**src/rtl/lut_layer_pkg.sv**
```systemverilog
`default_nettype none
// ============================================================================
// Module   : lut_layer_pkg
// Purpose  : Shared types and helpers for the streaming LUT neuron layer.
//            - state_t        : block operating state
//            - depth()        : table depth for a given address width
//            - TOTAL_ENTRIES  : table entries of the default layer geometry
// Revision : 1.0  initial release
// ============================================================================
package lut_layer_pkg;

    typedef enum logic [1:0] {
        UNCFG = 2'd0,
        DRAIN = 2'd1,
        LOAD  = 2'd2,
        RUN   = 2'd3
    } state_t;

    function automatic int depth(input int in_bits);
        return 1 << in_bits;
    endfunction

    localparam int DEF_N_NEURONS = 4;
    localparam int DEF_IN_BITS   = 6;
    localparam int TOTAL_ENTRIES = DEF_N_NEURONS * depth(DEF_IN_BITS);

endpackage
`default_nettype wire

```
**src/rtl/lut_neuron_ram.sv**
```systemverilog
`default_nettype none
// ============================================================================
// Module   : lut_neuron_ram
// Purpose  : Truth table of one LUT neuron, 2**IN_BITS x OUT_BITS entries.
//            One synchronous write port, one asynchronous read port.
//            Contents are not reset and are undefined until written.
// Ports    : clk      - clock
//            i_we     - write strobe
//            i_waddr  - write address
//            i_wdata  - write data
//            i_raddr  - read address
//            o_rdata  - read data (combinational)
// Revision : 1.0  initial release
// ============================================================================
module lut_neuron_ram
    import lut_layer_pkg::*;
#(
    parameter int IN_BITS  = 6,
    parameter int OUT_BITS = 1
) (
    input  logic                clk,
    input  logic                i_we,
    input  logic [IN_BITS-1:0]  i_waddr,
    input  logic [OUT_BITS-1:0] i_wdata,
    input  logic [IN_BITS-1:0]  i_raddr,
    output logic [OUT_BITS-1:0] o_rdata
);

    localparam int c_depth = depth(IN_BITS);

    logic [OUT_BITS-1:0] r_mem [c_depth];

    always_ff @(posedge clk) begin
        if (i_we) begin
            r_mem[i_waddr] <= i_wdata;
        end
    end

    assign o_rdata = r_mem[i_raddr];

endmodule
`default_nettype wire

```
**src/rtl/lut_layer_stream.sv**
```systemverilog
`default_nettype none
// ============================================================================
// Module   : lut_layer_stream
// Purpose  : Layer of N_NEURONS runtime-loadable LUT neurons behind a
//            two-stage valid/ready pipeline.
//            Stage 1 registers the input word, stage 2 registers the table
//            lookups. Tables are loaded through the cfg_* port while the
//            block is in LOAD; cfg_commit moves to RUN once enough writes
//            have been counted.
// Ports    : clk, rst                 - clock, async active-high reset
//            cfg_start / cfg_commit   - enter LOAD / request LOAD->RUN
//            cfg_we, cfg_nid,
//            cfg_addr, cfg_data       - table write port
//            cfg_busy                 - high in DRAIN or LOAD
//            cfg_err                  - sticky configuration error
//            in_valid/in_ready/in_data    - input stream
//            out_valid/out_ready/out_data - output stream
// Revision : 1.0  initial release
// ============================================================================
module lut_layer_stream
    import lut_layer_pkg::*;
#(
    parameter int N_NEURONS = 4,
    parameter int IN_BITS   = 6,
    parameter int OUT_BITS  = 1,
    parameter int NID_W     = 2
) (
    input  logic                          clk,
    input  logic                          rst,
    input  logic                          cfg_start,
    input  logic                          cfg_we,
    input  logic [NID_W-1:0]              cfg_nid,
    input  logic [IN_BITS-1:0]            cfg_addr,
    input  logic [OUT_BITS-1:0]           cfg_data,
    input  logic                          cfg_commit,
    output logic                          cfg_busy,
    output logic                          cfg_err,
    input  logic                          in_valid,
    output logic                          in_ready,
    input  logic [N_NEURONS*IN_BITS-1:0]  in_data,
    output logic                          out_valid,
    input  logic                          out_ready,
    output logic [N_NEURONS*OUT_BITS-1:0] out_data
);

    localparam int c_total_entries = N_NEURONS * depth(IN_BITS);
    localparam int c_cnt_w         = $clog2(c_total_entries + 1);
    localparam logic [c_cnt_w-1:0] c_cnt_full = c_cnt_w'(c_total_entries);

    state_t                          r_state;
    state_t                          w_state_next;
    logic [c_cnt_w-1:0]              r_load_cnt;
    logic [c_cnt_w-1:0]              w_load_cnt_next;
    logic                            r_cfg_err;

    logic                            w_in_load;
    logic                            w_nid_ok;
    logic                            w_we_ok;
    logic                            w_we_bad;
    logic                            w_commit_req;
    logic                            w_commit_ok;
    logic                            w_commit_bad;
    logic [N_NEURONS-1:0]            w_ram_we;

    logic                            r_s1_valid;
    logic [N_NEURONS*IN_BITS-1:0]    r_s1_data;
    logic                            r_out_valid;
    logic [N_NEURONS*OUT_BITS-1:0]   r_out_data;
    logic [N_NEURONS*OUT_BITS-1:0]   w_lookup;
    logic                            w_adv1;
    logic                            w_adv2;
    logic                            w_accept;

    // ------------------------------------------------------------------
    // Configuration path
    // ------------------------------------------------------------------
    assign w_in_load = (r_state == LOAD);
    assign w_nid_ok  = (32'(cfg_nid) < 32'(N_NEURONS));
    assign w_we_ok   = w_in_load && cfg_we && w_nid_ok;
    assign w_we_bad  = w_in_load && cfg_we && !w_nid_ok;

    // Saturates at the full-table count; only the ">= full" test matters.
    assign w_load_cnt_next = (w_we_ok && (r_load_cnt != c_cnt_full))
                           ? r_load_cnt + c_cnt_w'(1) : r_load_cnt;

    // A same-cycle write is counted before the commit is judged. A restart
    // in the same cycle takes precedence and discards the commit.
    assign w_commit_req = w_in_load && cfg_commit && !cfg_start;
    assign w_commit_ok  = w_commit_req && (w_load_cnt_next >= c_cnt_full);
    assign w_commit_bad = w_commit_req && (w_load_cnt_next <  c_cnt_full);

    always_ff @(posedge clk or posedge rst) begin
        if (rst) begin
            r_load_cnt <= '0;
        end else if (cfg_start) begin
            r_load_cnt <= '0;
        end else begin
            r_load_cnt <= w_load_cnt_next;
        end
    end

    // Error-setting events win over a simultaneous clear by cfg_start.
    always_ff @(posedge clk or posedge rst) begin
        if (rst) begin
            r_cfg_err <= 1'b0;
        end else if (w_we_bad || w_commit_bad) begin
            r_cfg_err <= 1'b1;
        end else if (cfg_start) begin
            r_cfg_err <= 1'b0;
        end
    end

    assign cfg_err = r_cfg_err;

    // ------------------------------------------------------------------
    // State machine
    // ------------------------------------------------------------------
    always_ff @(posedge clk or posedge rst) begin
        if (rst) begin
            r_state <= UNCFG;
        end else begin
            r_state <= w_state_next;
        end
    end

    always_comb begin
        w_state_next = r_state;
        in_ready     = 1'b0;
        cfg_busy     = 1'b0;
        case (r_state)
            UNCFG: begin
                if (cfg_start) begin
                    w_state_next = LOAD;
                end
            end
            DRAIN: begin
                cfg_busy = 1'b1;
                if (!r_s1_valid && !r_out_valid) begin
                    w_state_next = LOAD;
                end
            end
            LOAD: begin
                cfg_busy = 1'b1;
                if (w_commit_ok) begin
                    w_state_next = RUN;
                end
            end
            RUN: begin
                in_ready = w_adv1;
                if (cfg_start) begin
                    w_state_next = DRAIN;
                end
            end
            default: begin
                w_state_next = UNCFG;
            end
        endcase
    end

    // ------------------------------------------------------------------
    // Pipeline
    // ------------------------------------------------------------------
    assign w_adv2   = !r_out_valid || out_ready;
    assign w_adv1   = !r_s1_valid || w_adv2;
    assign w_accept = in_valid && in_ready;

    always_ff @(posedge clk or posedge rst) begin
        if (rst) begin
            r_s1_valid  <= 1'b0;
            r_s1_data   <= '0;
            r_out_valid <= 1'b0;
            r_out_data  <= '0;
        end else begin
            if (w_adv1) begin
                r_s1_valid <= w_accept;
                if (w_accept) begin
                    r_s1_data <= in_data;
                end
            end
            // out_data only changes on advance, so it holds under stall.
            if (w_adv2) begin
                r_out_valid <= r_s1_valid;
                if (r_s1_valid) begin
                    r_out_data <= w_lookup;
                end
            end
        end
    end

    assign out_valid = r_out_valid;
    assign out_data  = r_out_data;

    // ------------------------------------------------------------------
    // Neuron tables
    // ------------------------------------------------------------------
    for (genvar k = 0; k < N_NEURONS; k++) begin : g_neuron
        assign w_ram_we[k] = w_we_ok && (cfg_nid == NID_W'(k));

        lut_neuron_ram #(
            .IN_BITS  (IN_BITS),
            .OUT_BITS (OUT_BITS)
        ) u_ram (
            .clk     (clk),
            .i_we    (w_ram_we[k]),
            .i_waddr (cfg_addr),
            .i_wdata (cfg_data),
            .i_raddr (r_s1_data[k*IN_BITS +: IN_BITS]),
            .o_rdata (w_lookup[k*OUT_BITS +: OUT_BITS])
        );
    end

endmodule
`default_nettype wire
```
**config.mk**
```make
export PLATFORM = sky130hd
export DESIGN_NAME = lut_layer_stream
export DESIGN_NICKNAME = d
export VERILOG_FILES = /design/src/rtl/lut_layer_pkg.sv /design/src/rtl/lut_neuron_ram.sv /design/src/rtl/lut_layer_stream.sv
export SDC_FILE = /design/constraint.sdc
export NUM_CORES = 1
export LEC_CHECK = 0
export BUFFER_PORTS_ARGS = -buffer_cell sky130_fd_sc_hd__buf_2
export CAP_MARGIN = 20
export CORE_MARGIN = 1.5
export CORE_UTILIZATION = 25
export DETAILED_ROUTE_END_ITERATION = 6
export PLACE_DENSITY_LB_ADDON = 0.12
export SYNTH_ARGS = -nofsm -noshare
export SYNTH_HDL_FRONTEND = slang
export SYNTH_SLANG_ARGS = --single-unit
```
**constraint.sdc**
```tcl
create_clock -name clk -period 1.9 [get_ports clk]
set_input_delay 0.19 -clock clk [delete_from_list [all_inputs] [get_ports clk]]
set_output_delay 0.19 -clock clk [all_outputs]
set_load 0.005 [all_outputs]
```
=== Yosys cells after proc, flatten, opt, wreduce, memory -nomap -nowiden ===
Memory sizes are Yosys's and may differ from the RTL's. A register that Yosys moved wholly into a read port is not among the register bits.
Index checks and enable logic that the tools add are counted.

* $add $sub $neg: 1
* $lt $le $gt $ge: 2
* Eq/ne operators: 11
* Muxes and demuxes: 19
* Reductions and logical operators: 24

{| class="wikitable"
|+ Operators with widths
! kind !! number
|-
| $mux 9 || 2
|-
| $logic_and 1x1->1 || 12
|-
| $mux 1 || 12
|-
| $add 9x1->9 const B || 1
|-
| $ge 9x9->1 const B || 1
|-
| $lt 9x9->1 const B || 1
|-
| $ne 9x9->1 const B || 1
|-
| $eq 2x2->1 const B || 4
|-
| $mux 2 || 4
|-
| $pmux 2 s4 || 1
|-
| $ne 2x2->1 const B || 3
|-
| $eq 2x1->1 const B || 2
|-
| $logic_not 2->1 || 2
|-
| $reduce_and 2->1 || 2
|-
| $reduce_and 4->1 || 1
|-
| $logic_not 1->1 || 3
|-
| $logic_or 1x1->1 || 2
|-
| $ne 2x1->1 const B || 1
|-
| $reduce_bool 2->1 || 1
|-
| $reduce_or 2->1 || 1
|}

* Register bits after elaboration: 38
* Memory bits (writable): 256
* Bits of input ports: 40
* Output and inout bits: 8
* Memories: 4

{| class="wikitable"
|+ Memories
! memory !! depth !! width !! rd ports !! clocked after Yosys merged registers in !! wr ports !! RTL line !! RTL
|-
| g_neuron[0].u_ram.r_mem || 64 || 1 || 1 || 1 || 1 || lut_neuron_ram.sv:31 || <nowiki>logic [OUT_BITS-1:0] r_mem [c_depth];</nowiki>
|-
| g_neuron[1].u_ram.r_mem || 64 || 1 || 1 || 1 || 1 || lut_neuron_ram.sv:31 ||
|-
| g_neuron[2].u_ram.r_mem || 64 || 1 || 1 || 1 || 1 || lut_neuron_ram.sv:31 ||
|-
| g_neuron[3].u_ram.r_mem || 64 || 1 || 1 || 1 || 1 || lut_neuron_ram.sv:31 ||
|}

=== Longest topological paths before layout ===
Gate-level depths: netlist (run 1).

* Word-level depth: 8
* Depth in mapped cells: 8

=== Cells and area by module ===
From an unflattened synthesis (run 1), not the netlist that was laid out.

* Cells, all modules: 958
* Area, all modules: 13,484.2 um2

{| class="wikitable"
|+ Modules (own cells, without submodules)
! module !! times used !! cells an instance !! area each (um2) !! sequential area each (um2)
|-
| lut_neuron_ram || 4 || 203 || 2,894.0 || 1,921.8
|-
| lut_layer_stream || 1 || 146 || 1,908.1 || 1,051.0
|}

=== Worst setup path before layout (run 1) ===
OpenSTA, ideal clock, no wires.

* Path type: flip-flop to flip-flop
* Start: register r_state[0]
* End: memory g_neuron[0].u_ram.r_mem[16] (enable)
* Library setup time: 0.300 ns
* Arrival: 1.625 ns
* Data required time: 1.600 ns
* Setup slack: -0.024 ns
* Cell stages (with the launch flop): 9
* Path buffers: 3
* Clock period less this slack: 1.924 ns
* Cells stage by stage: dfrtp_1 inv_1 ha_1 buf_2 nand2_1 or3_1 clkbuf_1 clkbuf_1 nor2_1

* Longest elaborated chain between the ends: 5

{| class="wikitable"
|+ Ends and longest elaborated chain
! item !! RTL line !! RTL
|-
| start: declaration || lut_layer_stream.sv:50 || <nowiki>state_t r_state;</nowiki>
|-
| start signal: assignment || lut_layer_stream.sv:122 || <nowiki>r_state <= w_state_next;</nowiki>
|-
| $eq 2x2->1 || lut_layer_stream.sv:77 || <nowiki>assign w_in_load = (r_state == LOAD);</nowiki>
|-
| $logic_and 1x1->1 || n/a ||
|-
| $logic_and 1x1->1 || lut_layer_stream.sv:197 || <nowiki>assign w_ram_we[k] = w_we_ok && (cfg_nid == NID_W'(k));</nowiki>
|-
| $mux 1 || lut_neuron_ram.sv:34 || <nowiki>if (i_we) begin</nowiki>
|-
| $mux 1 (implied by the code) || lut_neuron_ram.sv:35 || <nowiki>r_mem[i_waddr] <= i_wdata;</nowiki>
|-
| end: declaration || lut_neuron_ram.sv:31 ||
|}

Every way passes these cells.

==> results of run 1 <==
## cell usage in the layout, fill, tap and decap left out, types with 3 or more instances in the layout
cell / instances
ha_1: 6
nor2b_1: 5
buf_6: 6
o21ai_0: 4
buf_12: 24
dfrtp_1: 42
nand2b_1: 3
clkinv_2: 4
xor2_1: 3
nand2_1: 79
mux4_2: 51
buf_2: 46
dlygate4sd3_1: 28
buf_4: 78
mux2i_1: 24
nand4_1: 3
clkbuf_1: 14
clkinv_1: 8
nor2_1: 261
nor2_2: 13
nand3_1: 15
and3_1: 3
a211oi_2: 3
and3b_1: 3
mux2i_2: 4
nor3_1: 8
inv_1: 6
mux4_1: 10
a21oi_1: 6
a31oi_1: 3
clkbuf_16: 39
nor3b_1: 3
edfxtp_1: 256
nor3b_2: 7
mux2_2: 26
## flip-flops by register name, summed over array words and instances, names as in the netlist
name / count
r_state: 2
cfg_err: 1
r_s1_valid: 1
r_s1_data: 24
out_data: 4
r_load_cnt: 9
g_neuron.u_ram.r_mem: 256
out_valid: 1
## critical path: cells and delay by family (launching register included)
kind                   cells  cell delay, ns
multiplexers               3            0.79
buffers and inverters      2            0.34
flip-flops                 1            0.42
AO/OA/AOI/OAI              2            0.34
## through the flow
step / util, % / cells / TNS, ns / worst slack, ns / instance area (um2)
4_1_cts: 31.7 / 1832 / -0.310 / -0.102 / 16700
6_report: 31.8 / 1834 / -0.255 / -0.128 / 16800
3_5_place_dp: 28.8 / 1733 / -0.656 / -0.216 / 15200
5_1_grt: 31.8 / 1833 / -0.620 / -0.201 / 16800
2_1_floorplan: - / 961 / -1.46 / -0.0245 / 13400
3_3_place_gp: 28.8 / 1733 / -0.804 / -0.237 / 15200
## final timing paths
| path | endpoint | cells after the start | from |
|---|---|---|---|
| worst min register to register | cfg_err | 2 | cfg_err |
| min in group asynchronous | r_s1_data[10] | 3 | rst |
| worst min-delay path | r_s1_valid | 4 | in_valid |
| max in group asynchronous | r_s1_data[6] | 4 | rst |
| worst max-delay path | out_data[2] | 7 | r_s1_data[12] |
| worst max register to register | out_data[2] | 7 | r_s1_data[12] |
## area by class of cell
type	count	area share [%]
diodes	1	0.0149
flip-flops and latches	298	52.1
repair buffers	184	10.0
clock inverters	14	0.552
multi-input cells	588	25.9
well taps	688	5.13
clock buffers	53	6.13
inverters	8	0.179
## layer usage
layer / global-route usage (%) / vias up
met2: 25.0 / 193
met3: 2.71 / 51
li1: - / 3839
met4: 4.32 / 0
met1: 21.8 / 4398
met5: 0 / -
## power groups by stage
| stage | logic [mW] | clock network (mW) | registers (mW) |
|---|---|---|---|
| 2_1_floorplan | 0.159 | 0 | 7.26 |
| 3_3_place_gp | 0.448 | 0 | 7.26 |
| 3_5_place_dp | 0.447 | 0 | 7.26 |
| 4_1_cts | 0.504 | 6.90 | 7.13 |
| 5_1_grt | 0.541 | 7.15 | 7.13 |
| 6_report | 0.495 | 6.66 | 7.13 |
## what timing repair did
action | in CTS | in global routing
buffers inserted | 4 | 1
gates cloned | 1 | 0
hold buffers | 28 | 0
hold endpoints to repair | 56 | 0
gates resized for setup | 23 | 23
pin swaps | 3 | 3
setup endpoints to repair | 45 | 49
## kinds of logic (layout without fill, tap and decap cells)
logic type	after synthesis	in the layout	share of synthesized area, %
and+or+nand+nor	423	423	13.7
DFF	298	298	65.2
muxes	116	116	15.1
buffers and inverters	75	259	2.91
AOI/OAI and AO/OA	37	37	2.08
adders and majority gates	7	7	0.654
xor gates and xnor gates	5	5	0.327
other	0	1	0
==> results.md, run 1 <==
- Outcome: finished with violations
- Violated checks: design-rule violations, negative setup slack
- Register cell area after layout: 8740 um2
- Switch share: 21.7%
- VDD IR-drop max: 537 uV
- Top cell type's share of synthesized area: 57.4%
- Synth unique cells: 54
- Leading post-synthesis cells by instance count: nor2_1 (275), edfxtp_1 (256), nand2_1 (80)
- Clock-pin transition on the worst setup and hold timing paths: ~0.05 ns
- Arrival time worst endpoint: 2.44 ns
- Net total in the final layout: about 1.2k
- Most instantiated flip-flop cell in the synthesis netlist: edfxtp_1
- Power density of the placed cells: 851 nW/um2
- Number of DRC violations after detailed routing: 8
- Worst Setup Slack, final: -0.128 ns
- Min Tclk post-route: 2.03 ns
- Kind of end point of the critical path: flip-flop
- Layout filler cell count: 5,302
- Startpoint types: flip-flop
- GP Congestion: ~0.76
- Setup Skew: approximately 0.019 ns
- Core footprint: 52,800 um2
- Number of input and output port buffers inserted: 47
- Worst Tran Pin Value: about 0.67 ns
- Worst setup path category: flip-flop to flip-flop
- Area delta synth->final: 25.3%
- Worst Hold Slack: 0.109 ns
- Final setup vio count: 4
- Iteration-0 DRC count of the detailed router: around 680
- Fmax achieved: 493 MHz
- Number of synthesized register bits: 298
- Overall global routing resource usage: 15.6%
- Highest layer used for signal routing: met4
- Part of the Yosys area used for sequential elements: 65.2%
- Number of endpoints with negative hold slack in the final report: 0
- Min-Delay Path Class: input port to flip-flop
- Share of total power in the clock network: 46.6%
- Length of routed met2 wiring: 19,500 um
- Most area-hungry cell type in the Yosys netlist: edfxtp_1
- Sum of met3 wire segment lengths after detailed routing: approximately 1900 um
- TritonCTS buffer count: 38
- Power share of the sequential group: 49.9%
- Post-route clock period utilization: 107%
- Synth area leaders: edfxtp_1 (57%), dfrtp_1 (7.8%), nor2_1 (7.7%), mux4_2 (7.2%), mux4_1 (3.5%)
- Critical Path, Cell by Cell: buf_6 -> mux4_2 -> mux2i_1 -> mux2i_1 -> a211oi_2 -> buf_4 -> o32ai_2
- Vias in the first global route: 8,723
- Number of max-slew violations in the final report: 0
- Post-synth EDFFs: approximately 260
- Htree depth: 2
- Proportion of power drawn by combinational gates: 3.5%
- Net switching power: 3.10 mW
- Row count: 84
- Internal power consumption: around 11 mW
- Most common cell on crit path: mux2i_1
- Number of nets in the synthesized netlist: roughly 1k
- Worst-case clock buffer depth: 3
- Total Power: 14.3 mW
- Instance count of the mapped netlist: 961
- Effective utilization at floorplan: 25.4%
- I/O pin count: 48
- Antenna viol nets, final: 0
- Share of layout cells above drive strength 1: 28.0%
- Detailed-route wire length per cell: 22.8 um
- First-pass GRT wire length: 60,500 um
- Post-DR vias/cell: 4.62
- Routed met1 length: 19,500 um
- Final WL: between 40,000 and 50,000 um
- Dominant cell by count in the synthesized netlist: nor2_1
- Maximum number of pins on one net before global-route repair: 132
- Combined area of all synthesized cells: 13,400 um2
- Vertical die dimension: 234 um
- Antenna violations before repair: 0
- Root buffer cell: clkbuf_16
- Post-DP HPWL: 28,100 um
- Clock tree from TritonCTS: done
- Setup repair after global routing missed its margin: true
- Reg-to-reg setup timing slack: -0.13 ns
- Total grt overflow: 0
- Max-cap violation count: 0
- Required @ worst endpoint: 2.31 ns
- Largest stage delay on the critical path: 0.51 ns
- Worst slew margin relative to its limit: 55.5%
- Clock latency at the later pin of the worst-skew pair: 0.54 ns
- Leak pwr: 5.52 nW
- Synth warn: 0
- Mean instance size in the synthesized netlist: approximately 14 um2
- Async set-or-reset flop fraction in the synthesized netlist: between 10% and 20%
- CTS sink cnt: 298
- DR pass1 iterations: 7
- Horiz. Die Dim: 234 um
- Area of the multi-input gates: 4350 um2
- Vias: 8,481
- Largest fanout of any net on the critical path: 5
- Die outline area: 55,000 um2
- CP max stage cell: mux4_2
Power figures use the tool's default switching activity.
==> run 2: changes to the inputs <==
Settings changed: CORE_ASPECT_RATIO set to 0.5, SLEW_MARGIN set to 20, SYNTH_HIERARCHICAL set to 1.
==> results.md, run 2 <==
- Outcome: finished with violations (unchanged)
- Violated checks: negative setup slack (was design-rule violations, negative setup slack)
- Post-Place Setup Slack: -0.470 ns (was -0.216 ns)
- Switch share: 28.4% (was 21.7%)
- Worst slew margin relative to its limit: 50.0% (was 55.5%)
- Leading cell types in the layout, fill and taps excluded: edfxtp_1 (256), nor2_1 (133), nor2_4 (96) (was nor2_1 (261), edfxtp_1 (256), nand2_1 (79))
- Final WL: 35,200 um (was 41,900 um)
- I/O pin count: 48 (unchanged)
- Number of synthesized register bits: 298 (unchanged)
- Mean instance size in the synthesized netlist: 14.1 um2 (was 13.9 um2)
- Most common cell after layout, fill and taps aside: edfxtp_1 (was nor2_1)
- Die outline area: 55,400 um2 (was 55,000 um2)
- Share of total power in the clock network: 32.0% (was 46.6%)
- Largest registers in the final layout: g_neuron.u_ram/r_mem: 256 flops, r_s1_data: 24 flops, r_load_cnt: 9 flops (was g_neuron.u_ram.r_mem: 256 flops, r_s1_data: 24 flops, r_load_cnt: 9 flops)
- Net total in the final layout: 1,192 (was 1,165)
- Required @ worst endpoint: 2.35 ns (was 2.31 ns)
- Max-cap violation count: 0 (unchanged)
- Leak pwr: 5.81 nW (was 5.52 nW)
- Core footprint: 52,600 um2 (was 52,800 um2)
- Final setup vio count: 29 (was 4)
- Vertical die dimension: 167 um (was 234 um)
- Proportion of power drawn by combinational gates: 28.4% (was 3.5%)
- Horiz. Die Dim: 331 um (was 234 um)
- Largest fanout of any net on the critical path: 5 (unchanged)
- Min-Delay Path Class: input port to flip-flop (unchanged)
- Overall global routing resource usage: 12.7% (was 15.6%)
- Number of input and output port buffers inserted: 47 (unchanged)
- Net switching power: 5.75 mW (was 3.10 mW)
- Total grt overflow: 0 (unchanged)
- Final Cell Area: 18,200 um2 (was 16,800 um2)
- Setup Skew: 0.0276 ns (was 0.0191 ns)
- Internal power consumption: 14.5 mW (was 11.2 mW)
- Row count: 59 (was 84)
- Leading post-synthesis cells by instance count: nor2_1 (281), edfxtp_1 (256), dfrtp_1 (42) (was nor2_1 (275), edfxtp_1 (256), nand2_1 (80))
- Maximum number of pins on one net before global-route repair: 73 (was 132)
- Fmax achieved: 446 MHz (was 493 MHz)
- Root buffer cell: clkbuf_16 (unchanged)
- Post-DR vias/cell: 4.50 (was 4.62)
- Power density of the placed cells: 1110 nW/um2 (was 851 nW/um2)
- TritonCTS buffer count: 31 (was 38)
- Vias: 8,419 (was 8,481)
- Most common cell on crit path: mux4_2 (was mux2i_1)
- Number of DRC violations after detailed routing: 0 (was 8)
- CP max stage cell: mux4_2 (unchanged)
- Startpoint types: flip-flop (unchanged)
- Layout filler cell count: 5,138 (was 5,302)
- Worst setup path category: flip-flop to flip-flop (unchanged)
- Part of the Yosys area used for sequential elements: 64.8% (was 65.2%)
- Most instantiated flip-flop cell in the synthesis netlist: edfxtp_1 (unchanged)
- Detailed-route wire length per cell: 18.8 um (was 22.8 um)
- Effective utilization at floorplan: 25.6% (was 25.4%)
- Dominant cell by count in the synthesized netlist: nor2_1 (unchanged)
- Async set-or-reset flop fraction in the synthesized netlist: 14.1% (unchanged)
- CTS sink cnt: 298 (unchanged)
- Most area-hungry cell type in the Yosys netlist: edfxtp_1 (unchanged)
- Number of max-slew violations in the final report: 0 (unchanged)
- Instance count of the mapped netlist: 958 (was 961)
- Core Util, Final: 34.5% (was 31.8%)
- Power share of the sequential group: 39.6% (was 49.9%)
- Worst Setup Slack, final: -0.343 ns (was -0.128 ns)
- Worst Hold Slack: 0.0314 ns (was 0.109 ns)
- Area delta synth->final: 34.8% (was 25.3%)
- Worst Tran Pin Value: 0.749 ns (was 0.668 ns)
- Iteration-0 DRC count of the detailed router: 498 (was 682)
- Share of layout cells above drive strength 1: 43.4% (was 28.0%)
- Largest stage delay on the critical path: 0.52 ns (was 0.51 ns)
- Setup repair after global routing missed its margin: true (unchanged)
- First-pass GRT wire length: 53,900 um (was 60,500 um)
- Antenna viol nets, final: 0 (unchanged)
- Post-route clock period utilization: 118% (was 107%)
- Synth area leaders: edfxtp_1 (57%), nor2_1 (7.8%), dfrtp_1 (7.8%), mux4_2 (6.7%), mux4_1 (5.5%) (was edfxtp_1 (57%), dfrtp_1 (7.8%), nor2_1 (7.7%), mux4_2 (7.2%), mux4_1 (3.5%))
- Placed cell area: 15,600 um2 (was 15,200 um2)
- Htree depth: 1 (was 2)
- Post-synth EDFFs: 256 (unchanged)
- Number of nets in the synthesized netlist: 1,005 (was 1,008)
- Synth warn: 6 (was 0)
- Number of endpoints with negative hold slack in the final report: 0 (unchanged)
- Min Tclk post-route: 2.24 ns (was 2.03 ns)
- Combined area of all synthesized cells: 13,500 um2 (was 13,400 um2)
- Number of flip-flops under the largest register name: 256 (unchanged)
- VDD IR-drop max: 599 uV (was 537 uV)
- Total Neg Setup Slack: -1.79 ns (was -0.255 ns)
- Top cell type's share of synthesized area: 57.0% (was 57.4%)
- Synth unique cells: 44 (was 54)
- Clock latency at the later pin of the worst-skew pair: 0.58 ns (was 0.54 ns)
- Kind of end point of the critical path: flip-flop (unchanged)
- Largest reg by FF count: g_neuron.u_ram/r_mem (was g_neuron.u_ram.r_mem)
- DR pass1 iterations: 4 (was 7)
- Arrival time worst endpoint: 2.69 ns (was 2.44 ns)
- Post-DP HPWL: 22,800 um (was 28,100 um)
- Worst-case clock buffer depth: 3 (unchanged)
- Antenna violations before repair: 1 (was 0)
- Critical Path, Cell by Cell: mux4_2 -> mux4_2 -> or2_0 -> a32o_1 -> mux2_2 (was buf_6 -> mux4_2 -> mux2i_1 -> mux2i_1 -> a211oi_2 -> buf_4 -> o32ai_2)
- GP Congestion: 0.744 (was 0.757)
- Clock tree from TritonCTS: done (unchanged)
- Clock-pin transition on the worst setup and hold timing paths: 0.06 ns (was 0.05 ns)
- Vias in the first global route: 8,686 (was 8,723)
==> run 2: cell types whose count changed after synthesis, moves of 6 or more <==
cell	before	now
nand4_1	3	15
nand3_1	15	39
nor2_1	275	281
buf_2	12	4
nand2b_1	3	10
mux4_1	18	28
nand3b_1	2	18
nor2b_1	5	20
nor3b_2	6	0
mux2i_1	29	1
a22oi_1	2	8
nand2_1	80	32
==> run 2: worst max-delay path: cells and delay by family (launching register included) <==
kind | cells | cell delay [ns]
flops | 1 | 0.44
compound gates | 1 | 0.21
mux | 3 | 1.24
simple gates | 1 | 0.22
==> run 2: stage by stage <==
step	cells	total power, mW
floorplan	958	11.5
global placement	1778	13.7
detailed placement	1778	13.7
CTS	1866	20.4
global route	1872	21.3
finish	1872	20.2
==> run 2: power groups by stage <==
stage          clock network (mW)  registers (mW)  logic (mW)
2_1_floorplan                   0            7.89        3.57
5_1_grt                      6.93            8.10        6.28
4_1_cts                      6.68            8.04        5.72
6_report                     6.47            8.01        5.74
3_5_place_dp                    0            8.14        5.55
3_3_place_gp                    0            8.13        5.55
==> run 2: cell type report <==
type / count / area [um2] / share of cell area, %
clock buffers: 44 / 865 / 4.76
repair buffers: 205 / 1920 / 10.5
flip-flops and latches: 298 / 8740 / 48.1
well taps: 701 / 877 / 4.82
multi-input cells: 604 / 5550 / 30.5
diodes: 1 / 2.50 / 0.0138
inverters: 5 / 18.8 / 0.103
clock inverters: 14 / 209 / 1.15
==> run 2: repair_timing <==
action	4_1_cts	5_1_grt
hold buffers	28	0
gates cloned	0	0
endpoints found under the hold margin	78	0
buffers inserted	2	5
resized for setup	25	331
pin swaps	0	90
endpoints found under the setup margin	230	202
==> run 2: cell families (layout without fill, tap and decap cells) <==
kind of cell	count (synthesis)	in the layout	share of synthesized area [%]
AND/OR/NAND/NOR	460	460	15.8
adder cells (fa/ha/maj)	7	7	0.650
multiplexers	97	97	14.5
AO/OA/AOI/OAI	32	32	1.75
XOR/XNOR	8	8	0.520
other	0	1	0
buffers and inverters	56	268	1.93
flip-flops	298	298	64.8
==> run 2: worst paths after layout <==
path	from	to	slack [ns]	depth (start not counted)
max reg2reg	r_s1_data[13]	out_data[2]	-0.34	5
min reg2reg	cfg_err	cfg_err	0.50	2
min	cfg_data	g_neuron[1].u_ram/r_mem[11]	0.03	1
max	r_s1_data[13]	out_data[2]	-0.34	5
min in group asynchronous	rst	r_s1_data[9]	0.22	4
max in group asynchronous	rst	r_s1_data[1]	1.41	4
==> run 2: layer usage <==
layer,vias to the layer above,wire [um],global-route usage [%]
li1,3965,-,-
met1,4321,17100,18.0
met2,90,16600,20.6
met3,43,862,1.78
met4,0,643,2.83
met5,-,0,0
==> run 3: changes to the inputs <==
Settings changed: CELL_PAD_IN_SITES_DETAIL_PLACEMENT set to 0, CELL_PAD_IN_SITES_GLOBAL_PLACEMENT set to 1.
==> results.md, run 3 (synthesis gave the netlist of run 2 again) <==
- Final WL: 36,000 um (was 35,200 um)
- Number of flip-flops under the largest register name: 256 (unchanged)
- Number of input and output port buffers inserted: 47 (unchanged)
- Power density of the placed cells: 1130 nW/um2 (was 1110 nW/um2)
- Fmax achieved: 444 MHz (was 446 MHz)
- Clock-pin transition on the worst setup and hold timing paths: 0.06 ns (about the same)
- I/O pin count: 48 (unchanged)
- Final Cell Area: 18,300 um2 (was 18,200 um2)
- Worst R2R Start: r_s1_data[13] (unchanged)
- Core Util, Final: 34.7% (was 34.5%)
- Post-DP HPWL: 24,000 um (was 22,800 um)
- Post-Place Setup Slack: -0.476 ns (was -0.470 ns)
- Critical Path, Cell by Cell: mux4_2 -> mux4_2 -> or2_0 -> a32o_1 -> mux2_4 (was mux4_2 -> mux4_2 -> or2_0 -> a32o_1 -> mux2_2)
- Post-DR vias/cell: 4.51 (was 4.50)
- Worst path top cell family by delay: multiplexers (unchanged)
- Arrival time worst endpoint: 2.70 ns (was 2.69 ns)
- Detailed-route wire length per cell: 19.1 um (was 18.8 um)
- Largest stage delay on the critical path: 0.52 ns (about the same)
- Number of endpoints with negative hold slack in the final report: 0 (unchanged)
- Post-route clock period utilization: 118% (about the same)
- Launch point of the worst path: r_s1_data[13] (unchanged)
- Routing layer with the top usage in global route: met2 (unchanged)
- Vias in the first global route: 8,853 (was 8,686)
- Worst Setup Slack, final: -0.351 ns (was -0.343 ns)
- DR pass1 iterations: 5 (was 4)
- Worst-case clock buffer depth: 3 (unchanged)
- Share of layout cells above drive strength 1: 43.4% (about the same)
- Die outline area: 55,400 um2 (unchanged)
- Largest reg by FF count: g_neuron.u_ram/r_mem (unchanged)
- VDD IR-drop max: 601 uV (was 599 uV)
- Core footprint: 52,600 um2 (unchanged)
- Largest fanout of any net on the critical path: 6 (was 5)
- Met2 Resource Use GR: 20.9% (was 20.6%)
- Max-cap violation count: 0 (unchanged)
- Worst setup path category: flip-flop to flip-flop (unchanged)
- Number of max-slew violations in the final report: 0 (unchanged)
- CP bufs+invs: 0 (unchanged)
- Row count: 59 (unchanged)
- Met1 layer usage reported by global route: 18.9% (was 18.0%)
- Total Power: 20.6 mW (was 20.2 mW)
- Number of DRC violations after detailed routing: 0 (unchanged)
- Worst slew margin relative to its limit: 55.3% (was 50.0%)
- Setup Skew: 0.0170 ns (was 0.0276 ns)
- Horiz. Die Dim: 331 um (unchanged)
- Outcome: finished with violations (unchanged)
- Clock tree from TritonCTS: done (unchanged)
- Setup repair after global routing missed its margin: true (unchanged)
- First-pass GRT wire length: 55,300 um (was 53,900 um)
- Min Tclk post-route: 2.25 ns (was 2.24 ns)
- Met3 Track Usage GR: 1.96% (was 1.78%)
- Root buffer cell: clkbuf_16 (unchanged)
- Min-Delay Path Class: input port to flip-flop (unchanged)
- Effective utilization at floorplan: 25.6% (unchanged)
- Vertical die dimension: 167 um (unchanged)
- Area delta synth->final: 35.6% (was 34.8%)
- Startpoint types: flip-flop (unchanged)
- Antenna viol nets, final: 0 (unchanged)
- Vias: 8,491 (was 8,419)
- Htree depth: 1 (unchanged)
- Total grt overflow: 0 (unchanged)
- Most common cell on crit path: mux4_2 (unchanged)
- Final setup vio count: 39 (was 29)
- Overall global routing resource usage: 13.1% (was 12.7%)
- Number of antenna cells inserted: 0 (was 1)
- Most common cell after layout, fill and taps aside: edfxtp_1 (unchanged)
- TritonCTS buffer count: 31 (unchanged)
- Largest registers in the final layout: g_neuron.u_ram/r_mem: 256 flops, r_s1_data: 24 flops, r_load_cnt: 9 flops (unchanged)
- CTS sink cnt: 298 (unchanged)
- GP Congestion: 0.736 (was 0.744)
- Clock latency at the later pin of the worst-skew pair: 0.58 ns (about the same)
- Kind of end point of the critical path: flip-flop (unchanged)
- Worst hold path startpoint: cfg_data (unchanged)
- Leak pwr: 5.88 nW (was 5.81 nW)
- CP max stage cell: mux4_2 (unchanged)
- Placed cell area: 15,600 um2 (about the same)
- Iteration-0 DRC count of the detailed router: 594 (was 498)
- Worst Tran Pin Value: 0.668 ns (was 0.749 ns)
- Layout filler cell count: 5,094 (was 5,138)
- Violated checks: negative setup slack (unchanged)
- Required @ worst endpoint: 2.35 ns (about the same)
- Leading cell types in the layout, fill and taps excluded: edfxtp_1 (256), nor2_1 (139), nor2_4 (104) (was edfxtp_1 (256), nor2_1 (133), nor2_4 (96))
- Net total in the final layout: 1,204 (was 1,192)
- Antenna violations before repair: 0 (was 1)
- Maximum number of pins on one net before global-route repair: 69 (was 73)
run 3: cell count changes in the layout (fill, tap and decap cells not counted), moves of 4 or more:
| cell | before | now |
|---|---|---|
| buf_4 | 79 | 93 |
| nor2_2 | 52 | 38 |
| nor2_4 | 96 | 104 |
| nor2_1 | 133 | 139 |
| buf_12 | 25 | 21 |
| clkbuf_1 | 9 | 5 |
run 3: final cells by class:
class / count / area (um2) / share of cell area [%]
Tap cell: 701 / 877 / 4.80
Multi-Input combinational cell: 604 / 5540 / 30.3
Inverter: 5 / 18.8 / 0.103
Timing Repair Buffer: 217 / 1970 / 10.8
Sequential cell: 298 / 8740 / 47.8
Clock inverter: 16 / 269 / 1.47
Clock buffer: 41 / 863 / 4.72
run 3: layer usage:
layer	vias to the layer above	wire length [um]
met3	43	1060
met1	4348	17600
met2	112	16700
li1	3988	-
met4	0	669
met5	-	0
run 3: worst paths after layout:
kind	endpoint	slack, ns	depth (start not counted)
max	out_data[2]	-0.35	5
min reg2reg	cfg_err	0.49	2
min in group asynchronous	out_valid	0.20	4
max reg2reg	out_data[2]	-0.35	5
min	g_neuron[1].u_ram/r_mem[10]	0.09	1
max in group asynchronous	r_s1_data[19]	1.29	4
run 3: timing repair:
action | 4_1_cts | 5_1_grt
resized for setup | 29 | 319
hold endpoints to repair | 78 | 0
pin swaps | 1 | 92
endpoints found under the setup margin | 237 | 207
buffers inserted | 2 | 8
hold buffers | 30 | 0
run 3: stage by stage:
step                hold slack, ns  setup TNS (ns)  std cells
CTS                         0.0639           -1.36       1874
detailed placement           0.267          -19.36       1785
finish                      0.0882           -2.43       1882
global placement             0.252          -12.33       1785
floorplan                    0.289           -1.38        958
global route                0.0878           -8.50       1882
run 3: power by group:
group | internal, mW | leakage, nW | switching (mW)
registers | 7.48 | 2.81 | 0.566
clock network | 4.14 | 0.555 | 2.64
logic | 3.18 | 2.51 | 2.59
total | 14.8 | 5.88 | 5.79
run 3: worst register-to-register path, stage by stage, from the launching register on:
cell	delay, ns
dfrtp_2	0.45
mux4_2	0.52
mux4_2	0.49
or2_0	0.21
a32o_1	0.20
mux2_4	0.26
